**src/rtl/rca_instruction_generator.sv**
```systemverilog
// Expands one RCA command descriptor into cmd_count encoded custom-1 instruction words.
// Illegal descriptors are dropped with a single-cycle cmd_error pulse.
module rca_instruction_generator #(
    parameter int COUNT_W = 4
) (
    input  logic               clk,
    input  logic               rst,
    input  logic               cmd_valid,
    output logic               cmd_ready,
    input  logic [3:0]         cmd_op,
    input  logic [1:0]         cmd_rca_id,
    input  logic [4:0]         cmd_rd,
    input  logic [4:0]         cmd_rs1,
    input  logic [4:0]         cmd_rs2,
    input  logic [COUNT_W-1:0] cmd_count,
    output logic               instr_valid,
    input  logic               instr_ready,
    output logic [31:0]        instr,
    output logic               instr_last,
    output logic               cmd_error,
    output logic               busy
);

    // Handshakes: a transfer happens on a rising edge where valid and ready are both 1;
    // valid never waits on ready, and offered data stays stable until it is taken.
    typedef enum logic [1:0] {
        IDLE   = 2'd0,
        ISSUE  = 2'd1,
        REJECT = 2'd2
    } state_t;

    localparam logic [6:0] RCA_OPCODE = 7'b0101011;

    state_t state;
    state_t state_next;

    logic [3:0]         op_q;
    logic [1:0]         rca_id_q;
    logic [4:0]         rd_q;
    logic [4:0]         rs1_q;
    logic [4:0]         rs2_q;
    logic [COUNT_W-1:0] remain_q;

    logic cmd_accept;
    logic instr_fire;
    logic cmd_illegal;
    logic is_last;
    logic is_config;

    assign cmd_accept  = cmd_valid && cmd_ready;
    assign instr_fire  = instr_valid && instr_ready;
    assign cmd_illegal = (cmd_op > 4'd12) || (cmd_count == '0);
    assign is_last     = (remain_q == COUNT_W'(1));
    assign is_config   = (op_q >= 4'd2) && (op_q <= 4'd8);

    always_ff @(posedge clk) begin
        if (rst) begin
            state <= IDLE;
        end else begin
            state <= state_next;
        end
    end

    always_comb begin
        state_next = state;
        case (state)
            IDLE: begin
                if (cmd_accept) begin
                    state_next = cmd_illegal ? REJECT : ISSUE;
                end
            end
            ISSUE: begin
                if (instr_fire && is_last) begin
                    state_next = IDLE;
                end
            end
            REJECT:  state_next = IDLE;
            default: state_next = IDLE;
        endcase
    end

    // Descriptor is captured once; the count only ever decrements so it cannot overflow.
    always_ff @(posedge clk) begin
        if (rst) begin
            op_q     <= '0;
            rca_id_q <= '0;
            rd_q     <= '0;
            rs1_q    <= '0;
            rs2_q    <= '0;
            remain_q <= '0;
        end else if (cmd_accept) begin
            op_q     <= cmd_op;
            rca_id_q <= cmd_rca_id;
            rd_q     <= cmd_rd;
            rs1_q    <= cmd_rs1;
            rs2_q    <= cmd_rs2;
            remain_q <= cmd_count;
        end else if (instr_fire) begin
            remain_q <= remain_q - COUNT_W'(1);
            if (is_config) begin
                rs1_q <= rs1_q + 5'd1;
            end
        end
    end

    always_comb begin
        cmd_ready   = 1'b0;
        instr_valid = 1'b0;
        instr_last  = 1'b0;
        instr       = 32'h0;
        cmd_error   = 1'b0;
        busy        = (state != IDLE);
        case (state)
            IDLE: cmd_ready = 1'b1;
            ISSUE: begin
                instr_valid = 1'b1;
                instr_last  = is_last;
                instr       = {3'b000, op_q, rs2_q, rs1_q, 1'b0, rca_id_q, rd_q, RCA_OPCODE};
            end
            REJECT:  cmd_error = 1'b1;
            default: ;
        endcase
    end

endmodule
```
**config.mk**
```make
export PLATFORM = sky130hd
export DESIGN_NAME = rca_instruction_generator
export DESIGN_NICKNAME = d
export VERILOG_FILES = /design/src/rtl/rca_instruction_generator.sv
export SDC_FILE = /design/constraint.sdc
export NUM_CORES = 1
export LEC_CHECK = 0
export ABC_CLOCK_PERIOD_IN_PS = 3200
export CORE_ASPECT_RATIO = 0.5
export CORE_UTILIZATION = 30
export DETAILED_ROUTE_END_ITERATION = 7
export GPL_ROUTABILITY_DRIVEN = 0
export RECOVER_POWER = 50
export REMOVE_ABC_BUFFERS = 1
export SETUP_SLACK_MARGIN = 0.15
export SLEW_MARGIN = 10
export SYNTH_ARGS = -nofsm -noshare
export SYNTH_HDL_FRONTEND = slang
export SYNTH_SLANG_ARGS = --single-unit
```
**constraint.sdc**
```tcl
create_clock -name clk -period 3.2 [get_ports clk]
set_clock_uncertainty 0.05 [all_clocks]
set_input_delay 0.32 -clock clk [delete_from_list [all_inputs] [get_ports clk]]
set_output_delay 0.32 -clock clk [all_outputs]
set_load 0.05 [all_outputs]
```
# --- Yosys cells after proc, flatten, opt, wreduce, memory -nomap -nowiden ---
# Cells that the tools add are included.
word_totals:
  ff_bits: 27
op_classes:
  n_addsub: 2
  n_lt_le_gt_ge: 3
  eq_ne: 5
  mux: 14
  reduce_logical: 12
op_table:
  columns: ["op", "n"]
  rows:
  - ["2-to-1 mux 29 bit", 1]
  - ["2-to-1 mux 5 bit", 3]
  - ["2-to-1 mux 4 bit", 2]
  - ["2-to-1 mux 2 bit", 3]
  - ["nonzero test 2 bit", 3]
  - ["adder 5 x 1 -> 5 bit, second input constant", 1]
  - ["equality test 4 x 1 -> 1 bit, second input constant", 1]
  - ["greater-or-equal comparator 4 x 2 -> 1 bit, second input constant", 1]
  - ["greater-than comparator 4 bit, second input constant", 1]
  - ["less-or-equal comparator 4 bit, second input constant", 1]
  - ["logical AND 1 bit", 4]
  - ["logical NOT 4 bit", 1]
  - ["2-to-1 mux 1 bit", 4]
  - ["inequality test 2 bit, second input constant", 2]
  - ["one-hot mux 2 bit (2 select lines)", 1]
  - ["AND reduction 2 bit", 2]
  - ["subtractor 4 x 1 -> 4 bit, second input constant", 1]
  - ["equality test 2 x 1 -> 1 bit, second input constant", 1]
  - ["equality test 2 bit, second input constant", 1]
  - ["logical NOT 2 bit", 1]
  - ["logical OR 1 bit", 1]

# --- Depth between registers and ports, before layout ---
# Gate-level depths: netlist of the first run.
logic_depth:
  depth_word: 6
  ltp_mapped: 5

# --- Worst setup path after synthesis of the first run ---
# Ideal clock, no wire load.
synth_path:
  kind: "register to output"
  start: "reg state[0]"
  end: "out instr[12]"
  t_arrival_ns: 1.930
  required_ns: 2.830
  path_slack_ns: 0.900
  path_stages_with_launch: 5
  path_buffers: 2
  path_cell_list: "dfxtp_1 > nor2b_1 > clkbuf_1 > clkbuf_1 > and2_1"
synth_via:
  elab_chain_cells: 2
synth_rtl:
  columns: ["element", "line_no", "rtl"]
  rows:
  - ["from (decl)", "34", "state_t state;"]
  - ["from (signal assigned)", "60", "state <= state_next;"]
  - ["equality test 2 x 1 -> 1 bit", "113", "case (state)"]
  - ["2-to-1 mux 29 bit", "113", null]
  - ["to (decl)", "18", "output logic [31:0] instr,"]
# Every way passes these cells.

# --- Worst setup path in the final report of the first run ---
layout_path:
  start: "reg state[0]"
  end: "out instr[11]"
# The elaborated chain is that of the path after synthesis.

==> impl_metrics.env, run 1 <==
export IMPL_outcome="finished, final reports clean"
export IMPL_path_clk_slew_ps=100
export IMPL_finalSetupViolations=0
export IMPL_dieArea_um2=5030
export IMPL_grt_use_total_pct=13.7
export IMPL_netlist_top_cells_area="dfxtp_1 38%, and2_1 9.2%, nand2_1 8.7%"
export IMPL_cp_slowest_cell="nor2b_1"
export IMPL_synth_edf_count=0
export IMPL_hp_class="reg2reg"
export IMPL_synth_cells=177
export IMPL_finalSetupTns_ps=0
export IMPL_ys_flop_type="dfxtp_1"
export IMPL_drive_above_1_share_pct=17.6
export IMPL_use_met3_pct=3.20
export IMPL_fill_cells=462
export IMPL_die_y_um=50.7
export IMPL_clock_fmax_mhz=425
export IMPL_worst_endpoint_arrival_ps=1980
export IMPL_routed_wl_um=3410
export IMPL_antenna_found_initial=0
export IMPL_synth_top_area_share_pct=38.0
export IMPL_synth_area_um2=1420
export IMPL_met2_usage_pct=24.3
export IMPL_wl_per_cell_um=12.0
export IMPL_grt_busiest_layer="met2"
export IMPL_drt_pre_antenna_iters=4
export IMPL_grt_overflow=0
export IMPL_viasPerCell=4.64
export IMPL_relSlewSlack_pct=41.2
export IMPL_setup_ws_ps=845
export IMPL_p_leak_nw=0.808
export IMPL_cts_max_level=1
export IMPL_start_util_pct=31.8
export IMPL_seq_area_frac_synth_pct=38.0
export IMPL_cts_root_buf="clkbuf_8"
export IMPL_period_needed_ps=2350
export IMPL_n_antenna_cell=0
export IMPL_async_reset_ff_share_pct=0
export IMPL_clock_tree_buffer_depth=2
export IMPL_detail_route_antenna_nets=0
export IMPL_fp_dieW_um=99.3
export IMPL_crit_type="reg2out"
export IMPL_final_core_util_pct=44.1
export IMPL_io_buffers=58
export IMPL_ys_warn_count=0
export IMPL_ios=66
export IMPL_end_kind="output port"
export IMPL_cts_sinks=27
export IMPL_row_count=17
export IMPL_fin_crit_sh_pct=73.6
export IMPL_ys_seq_elements=27
export IMPL_peakVddDrop_v=0.000166
export IMPL_crit_path_max_fanout=20
export IMPL_area_growth_synth_to_final_pct=38.6
export IMPL_critical_path_max_stage_delay_ps=600
export IMPL_yosysTopAreaCell="dfxtp_1"
export IMPL_powerDensity_nw_per_um2=434
export IMPL_syn_area_per_cell_um2=8.03
export IMPL_holdBufCountCts=0
export IMPL_dpl_worst_slack_ps=1090
export IMPL_grt_max_degree=27
export IMPL_hold_viol_final=0
export IMPL_tritoncts="done"
export IMPL_num_vias=1319
export IMPL_rsz0062_at_grt="no"
export IMPL_grt_pass1_wl_um=5460
export IMPL_drc_errors=0
export IMPL_drv_slew=0
export IMPL_crit_chain="nor2b_1 -> buf_4 -> and2_1 -> buf_4"
export IMPL_place_hpwl_um=2580
export IMPL_cts_made_buffers=3
export IMPL_tightest_slew_ps=880
export IMPL_post_cts_setup_buffers=0
export IMPL_required_ps=2830
export IMPL_final_nets=260
export IMPL_synth_cell_types=33
export IMPL_grt_pass1_vias=1220
export IMPL_cts_resized=0
export IMPL_core_um2=4470
export IMPL_drt_iter0_drc=43
export IMPL_clock_latency_ps=280
export IMPL_grt_util_met1_pct=17.1
export IMPL_drv_cap=0
export IMPL_cp_start_kind="flip-flop"
export IMPL_crit_top_cell="buf_4"
==> through the flow <==
step	cell area [um2]	std cells	power (mW)	hold slack (ps)
floorplan	1320	162	0.558	335
global placement	1930	280	0.657	388
detailed placement	1930	280	0.660	392
CTS	1980	284	0.866	407
global route	1970	284	0.897	422
finish	1970	284	0.854	404
==> metal layers <==
| metal | routed length [um] | up-vias |
|---|---|---|
| li1 | - | 681 |
| met3 | 120 | 2 |
| met2 | 1650 | 33 |
| met5 | 0 | - |
| met1 | 1620 | 603 |
| met4 | 21 | 0 |
==> cell families (layout without fill, tap and decap cells) <==
logic type | after synthesis | in the layout | synth area share [%]
mux | 1 | 1 | 0.704
buf+inv | 24 | 68 | 9.24
fa+ha+maj | 3 | 3 | 2.64
flops | 27 | 27 | 38.0
compound gates | 38 | 38 | 19.8
simple gates | 81 | 81 | 28.1
xor+xnor | 2 | 2 | 1.23
other cells | 1 | 7 | 0.264
==> cell usage after synthesis, types with 2 or more instances <==
cell      number
a211oi_1       2
a211oi_2       4
buf_4         11
nand2_1       33
dfxtp_1       27
ha_1           3
inv_1          3
a221oi_1       2
o21bai_1       2
nor2_1        12
nor2b_1        2
xnor2_1        2
nor3_1         3
clkbuf_1      10
a21oi_1       19
nand3_1        5
and2_1        21
==> path summary, 6_finish.rpt <==
check	start	slack, ps	to	cells past startpoint
setup reg to reg	state[0]	1440	rs1_q[0]	4
setup / recovery	state[0]	850	instr[11]	4
hold / removal	rs2_q[3]	400	rs2_q[3]	2
hold reg to reg	rs2_q[3]	400	rs2_q[3]	2
==> sequential cells by signal (all words and copies together), names as in the netlist <==
register / count
rd_q: 5
op_q: 4
state: 2
remain_q: 4
rs1_q: 5
rs2_q: 5
rca_id_q: 2
==> layout by cell type, fill, tap and decap left out, drive strengths merged, types with 2 or more instances in the layout <==
cell           count
a221oi             2
clkbuf             3
inv                4
o21bai             2
clkdlybuf4s50     30
a211oi             6
nor3               3
nand2             33
dfxtp             27
buf               30
a21oi             20
ha                 3
conb               7
nand3              5
nor2              12
xnor2              2
nor2b              2
and2              21
==> worst max-delay path: cells and delay by family, from the launching register on <==
family / cells / cell delay [ps]
buffers and inverters: 2 / 530
DFF: 1 / 410
and+or+nand+nor: 2 / 760
==> report_power, final <==
group / total, mW / internal [mW] / switching, mW
Sequential: 0.384 / 0.363 / 0.0210
Combinational: 0.264 / 0.0975 / 0.166
Clock: 0.207 / 0.0915 / 0.115
Total: 0.854 / 0.552 / 0.302
==> cell type report <==
type                            count  area [um2]  area share [%]
Sequential cell                    27         541            27.4
Tap cell                           57        71.3            3.62
Inverter                            3        11.3           0.572
Clock buffer                        3        41.3            2.10
Clock inverter                      1        8.76           0.445
Timing Repair Buffer               61         536            27.2
Multi-Input combinational cell    132         761            38.6
No activity file was read; power rests on OpenSTA's default activity.
==> run 2: changes to the inputs <==
- ABC_CLOCK_PERIOD_IN_PS: 3200 -> 2150
- clock period: 3.2 -> 2.15 ns (I/O delays scaled with it)
==> run 2 against run 1 <==
Net effect:
- global-route usage up 0.65 points
- setup slack worse by 620 ps
- first-iteration DRC count down 4.7%
- critical path type is now reg2reg
- sequential power up 48%
- power up 53%
- largest cell class is now non-clock buffers
- critical endpoint is now rs1_q[0]
- final area up 16%
- highest routed layer unchanged
- largest power group unchanged
==> impl_metrics.env, run 2 (synthesis results as in run 1) <==
export IMPL_p_leak_nw=0.907
export IMPL_reg_largest_list="rd_q: 5 flops, rs1_q: 5 flops, rs2_q: 5 flops"
export IMPL_crit_type="reg2reg"
export IMPL_detail_route_antenna_nets=0
export IMPL_routed_wl_um=3510
export IMPL_grt_pass1_wl_um=5660
export IMPL_post_cts_setup_buffers=0
export IMPL_tritoncts="done"
export IMPL_cts_max_level=1
export IMPL_drive_above_1_share_pct=16.2
export IMPL_crit_chain="or4b_1 -> a21oi_1 -> nor3_1 -> a2111oi_2"
export IMPL_place_hpwl_um=2670
export IMPL_hold_viol_final=0
export IMPL_drv_cap=0
export IMPL_cp_slowest_cell="or4b_1"
export IMPL_drt_iter0_drc=41
export IMPL_drv_slew=0
export IMPL_relSlewSlack_pct=39.8
export IMPL_critical_path_max_stage_delay_ps=590
export IMPL_final_core_util_pct=51.1
export IMPL_holdBufCountCts=0
export IMPL_tightest_slew_ps=901
export IMPL_grt_overflow=0
export IMPL_drt_pre_antenna_iters=4
export IMPL_die_y_um=50.7
export IMPL_drc_errors=0
export IMPL_final_common_cell="nand2_1"
export IMPL_num_vias=1321
export IMPL_grt_pass1_vias=1211
export IMPL_cts_root_buf="clkbuf_8"
export IMPL_ios=66
export IMPL_start_util_pct=31.8
export IMPL_n_antenna_cell=0
export IMPL_io_buffers=58
export IMPL_viasPerCell=4.62
export IMPL_required_ps=2270
export IMPL_powerDensity_nw_per_um2=572
export IMPL_period_needed_ps=1930
export IMPL_final_cell_mix="33 x nand2_1, 31 x clkdlybuf4s50_1, 27 x dfxtp_1, 25 x buf_12, 21 x and2_1"
export IMPL_total_power_mw=1.31
export IMPL_cp_start_kind="flip-flop"
export IMPL_cts_resized=0
export IMPL_cts_sinks=27
export IMPL_multiInputGateArea_um2=742
export IMPL_outcome="finished, final reports clean"
export IMPL_fill_cells=422
export IMPL_hp_class="reg2reg"
export IMPL_cts_made_buffers=3
export IMPL_finalSetupViolations=0
export IMPL_fp_dieW_um=99.3
export IMPL_fin_crit_sh_pct=89.6
export IMPL_dieArea_um2=5030
export IMPL_final_nets=262
export IMPL_grt_max_degree=32
export IMPL_final_area_um2=2280
export IMPL_placed_area_um2=2280
export IMPL_sequential_cell_area_um2=541
export IMPL_row_count=17
export IMPL_rsz0062_at_grt="no"
export IMPL_end_kind="flip-flop"
export IMPL_antenna_found_initial=0
export IMPL_clock_fmax_mhz=519
export IMPL_clock_tree_buffer_depth=2
export IMPL_clock_latency_ps=270
export IMPL_core_um2=4470
export IMPL_crit_path_max_fanout=5
export IMPL_wl_per_cell_um=12.3
export IMPL_grt_use_total_pct=14.4
export IMPL_peakVddDrop_v=0.000240
export IMPL_area_growth_synth_to_final_pct=60.7
export IMPL_path_clk_slew_ps=90
export IMPL_worst_endpoint_arrival_ps=2050
## run 2: metal layers
layer  vias to the layer above  wire length, um  share of wire, %  GRT usage [%]
li1                        683                -                 -              -
met2                        24             1740                50           25.0
met1                       612             1630                47           18.3
met5                         -                0                 0              0
met4                         0               21              0.60           2.94
met3                         2              111               3.2           3.48
## run 2: final cells by class
cell class                      count  area share [%]
Inverter                            3           0.493
Sequential cell                    27            23.7
Multi-Input combinational cell    132            32.5
Clock inverter                      1           0.219
Timing Repair Buffer               63            38.2
Clock buffer                        3            1.81
Tap cell                           57            3.12
## run 2: worst max-delay path, delay by kind of cell (launching register included)
family          cells  cell delay (ps)
simple gates        2              700
compound gates      2              760
flops               1              320
## run 2: where the power goes
part / switching, mW / internal [mW]
combinational: 0.258 / 0.193
sequential: 0.0298 / 0.540
clock: 0.157 / 0.130
## run 2: final timing paths
check	startpoint	endpoint	slack, ps	depth (start not counted)
max reg2reg	op_q[0]	rs1_q[0]	220	4
min	rs2_q[2]	rs2_q[2]	400	2
min reg2reg	rs2_q[2]	rs2_q[2]	400	2
max	op_q[0]	rs1_q[0]	220	4
## run 2: stage by stage
step                      instances  setup slack [ps]  hold slack, ps  setup TNS, ps
after floorplan                 162             -3230             230         -94900
after global placement          282               315             388              0
after detailed placement        282               235             392              0
after CTS                       286               231             406              0
after global routing            286               118             426              0
final                           286               223             404              0
==> run 3: changes to the inputs <==
- ABC_CLOCK_PERIOD_IN_PS: 2150 -> unset
- CORE_MARGIN: unset -> 4
- TNS_END_PERCENT: unset -> 20
==> run 3 against run 2 <==
Net effect:
- critical path depth shrank 2
- largest power group unchanged
- combinational power grew 4%
- sequential cell count is the same
- clock power shrank 3%
- non-clock buffer count is the same
- largest cell class unchanged
- critical endpoint is now cmd_error
==> impl_metrics.env, run 3 (synthesis results as in run 1) <==
export IMPL_outcome="finished, final reports clean"
export IMPL_period_needed_ps=1920
export IMPL_worstHoldStart="rs2_q[0]"
export IMPL_hp_class="reg2reg"
export IMPL_dieArea_um2=5970
export IMPL_fp_dieW_um=105
export IMPL_end_kind="output port"
export IMPL_die_y_um=56.7
export IMPL_clock_latency_ps=270
export IMPL_internal_power_uw=877
export IMPL_worstRegToRegCells=4
export IMPL_antenna_found_initial=0
export IMPL_grt_max_degree=28
export IMPL_cts_sinks=27
export IMPL_place_hpwl_um=2830
export IMPL_cp_slowest_cell="clkdlybuf4s50_1"
export IMPL_seqPwrFrac_pct=43.3
export IMPL_worstReg2RegEnd="rs1_q[0]"
export IMPL_swShare_pct=33.6
export IMPL_cp_start_kind="flip-flop"
export IMPL_rsz0062_at_grt="no"
export IMPL_n_antenna_cell=0
export IMPL_fin_crit_sh_pct=89.4
export IMPL_routed_wl_um=3690
export IMPL_detail_route_antenna_nets=0
export IMPL_drt_pre_antenna_iters=4
export IMPL_grt_use_total_pct=12.4
export IMPL_crit_chain="nor2b_1 -> clkdlybuf4s50_1"
export IMPL_worst_endpoint_arrival_ps=1660
export IMPL_path_clk_slew_ps=90
export IMPL_combPwrFrac_pct=35.6
export IMPL_final_common_cell="nand2_1"
export IMPL_relSlewSlack_pct=62.4
export IMPL_required_ps=1880
export IMPL_ios=66
export IMPL_io_buffers=58
export IMPL_hold_viol_final=0
export IMPL_wl_per_cell_um=12.5
export IMPL_holdBufCountCts=0
export IMPL_dpl_worst_slack_ps=209
export IMPL_setup_ws_ps=227
export IMPL_powerDensity_nw_per_um2=566
export IMPL_critical_path_max_stage_delay_ps=800
export IMPL_netSwitchingPower_uw=443
export IMPL_cts_max_level=1
export IMPL_ff2ff_setup_slack_ps=230
export IMPL_clock_tree_buffer_depth=2
export IMPL_rr_startpoint="op_q[0]"
export IMPL_tritoncts="done"
export IMPL_hold_path_endpoint="rs2_q[0]"
export IMPL_post_cts_setup_buffers=0
export IMPL_crit_family="buffers and inverters"
export IMPL_hold_depth=2
export IMPL_drc_errors=0
export IMPL_final_cell_mix="33 x nand2_1, 30 x clkdlybuf4s50_1, 28 x buf_12, 27 x dfxtp_1, 20 x a21oi_1"
export IMPL_total_power_mw=1.32
export IMPL_power_frac_clock_pct=21.1
export IMPL_drt_iter0_drc=95
export IMPL_cts_root_buf="clkbuf_8"
export IMPL_core_um2=4490
export IMPL_drv_cap=0
export IMPL_num_vias=1334
export IMPL_peakVddDrop_v=0.000265
export IMPL_drive_above_1_share_pct=18.3
export IMPL_row_count=17
export IMPL_cts_made_buffers=3
export IMPL_grt_overflow=0
export IMPL_cts_resized=0
export IMPL_final_nets=262
export IMPL_grt_pass1_wl_um=6070
export IMPL_start_util_pct=31.7
export IMPL_viasPerCell=4.52
export IMPL_grt_pass1_vias=1239
export IMPL_p_leak_nw=0.893
export IMPL_reg_largest_list="rd_q: 5 flops, rs1_q: 5 flops, rs2_q: 5 flops"
export IMPL_drv_slew=0
export IMPL_area_growth_synth_to_final_pct=64.1
export IMPL_crit_path_max_fanout=5
export IMPL_tightest_slew_ps=564
export IMPL_finalSetupViolations=0
export IMPL_crit_type="reg2out"
export IMPL_path_buf_inv=1
export IMPL_clock_fmax_mhz=520
## run 3: cell type report
| type | count | area, um2 |
|---|---|---|
| fill | 410 | 2160 |
| timing repair buffer | 63 | 898 |
| multi-input combinational | 132 | 753 |
| sequential | 27 | 541 |
| tap | 66 | 82.6 |
| clock buffer | 3 | 41.3 |
| inverter | 3 | 11.3 |
| clock inverter | 1 | 5.00 |
## run 3: worst max path at each step
stage                start    endpoint  cells past startpoint
2_1_floorplan     state[0]  instr_last                      2
3_3_place_gp   instr_ready    rs1_q[0]                      5
3_5_place_dp   instr_ready    rs1_q[0]                      5
4_1_cts           state[1]   cmd_error                      2
5_1_grt            op_q[0]    rs1_q[0]                      4
6_report          state[1]   cmd_error                      2
## run 3: metrics by stage
stage	cell area (um2)	instances	TNS (ps)	hold slack, ps	util (%)
CTS	2360	295	0	406	52.5
floorplan	1320	162	-94900	230	-
finish	2330	295	0	403	52.0
detailed placement	2310	291	0	393	51.5
global placement	2310	291	0	387	51.5
global route	2330	295	0	420	52.0
## run 3: per-layer routing
metal	wire length (um)	GRT usage, %
met5	0	0
met4	17	2.99
met3	158	2.87
met2	1840	21.6
met1	1670	15.7
## run 3: power by group through the flow
stage / registers [mW] / logic (mW) / clock network, mW
2_1_floorplan: 0.575 / 0.256 / 0
3_3_place_gp: 0.581 / 0.475 / 0
3_5_place_dp: 0.584 / 0.480 / 0
4_1_cts: 0.572 / 0.481 / 0.292
5_1_grt: 0.578 / 0.503 / 0.306
6_report: 0.572 / 0.470 / 0.278
## run 3: worst register-to-register path, stage by stage (launching register included)
cell and delay (ps):
dfxtp_1 330, or4b_4 560, a21oi_1 400, nor3_1 110, a2111oi_2 370
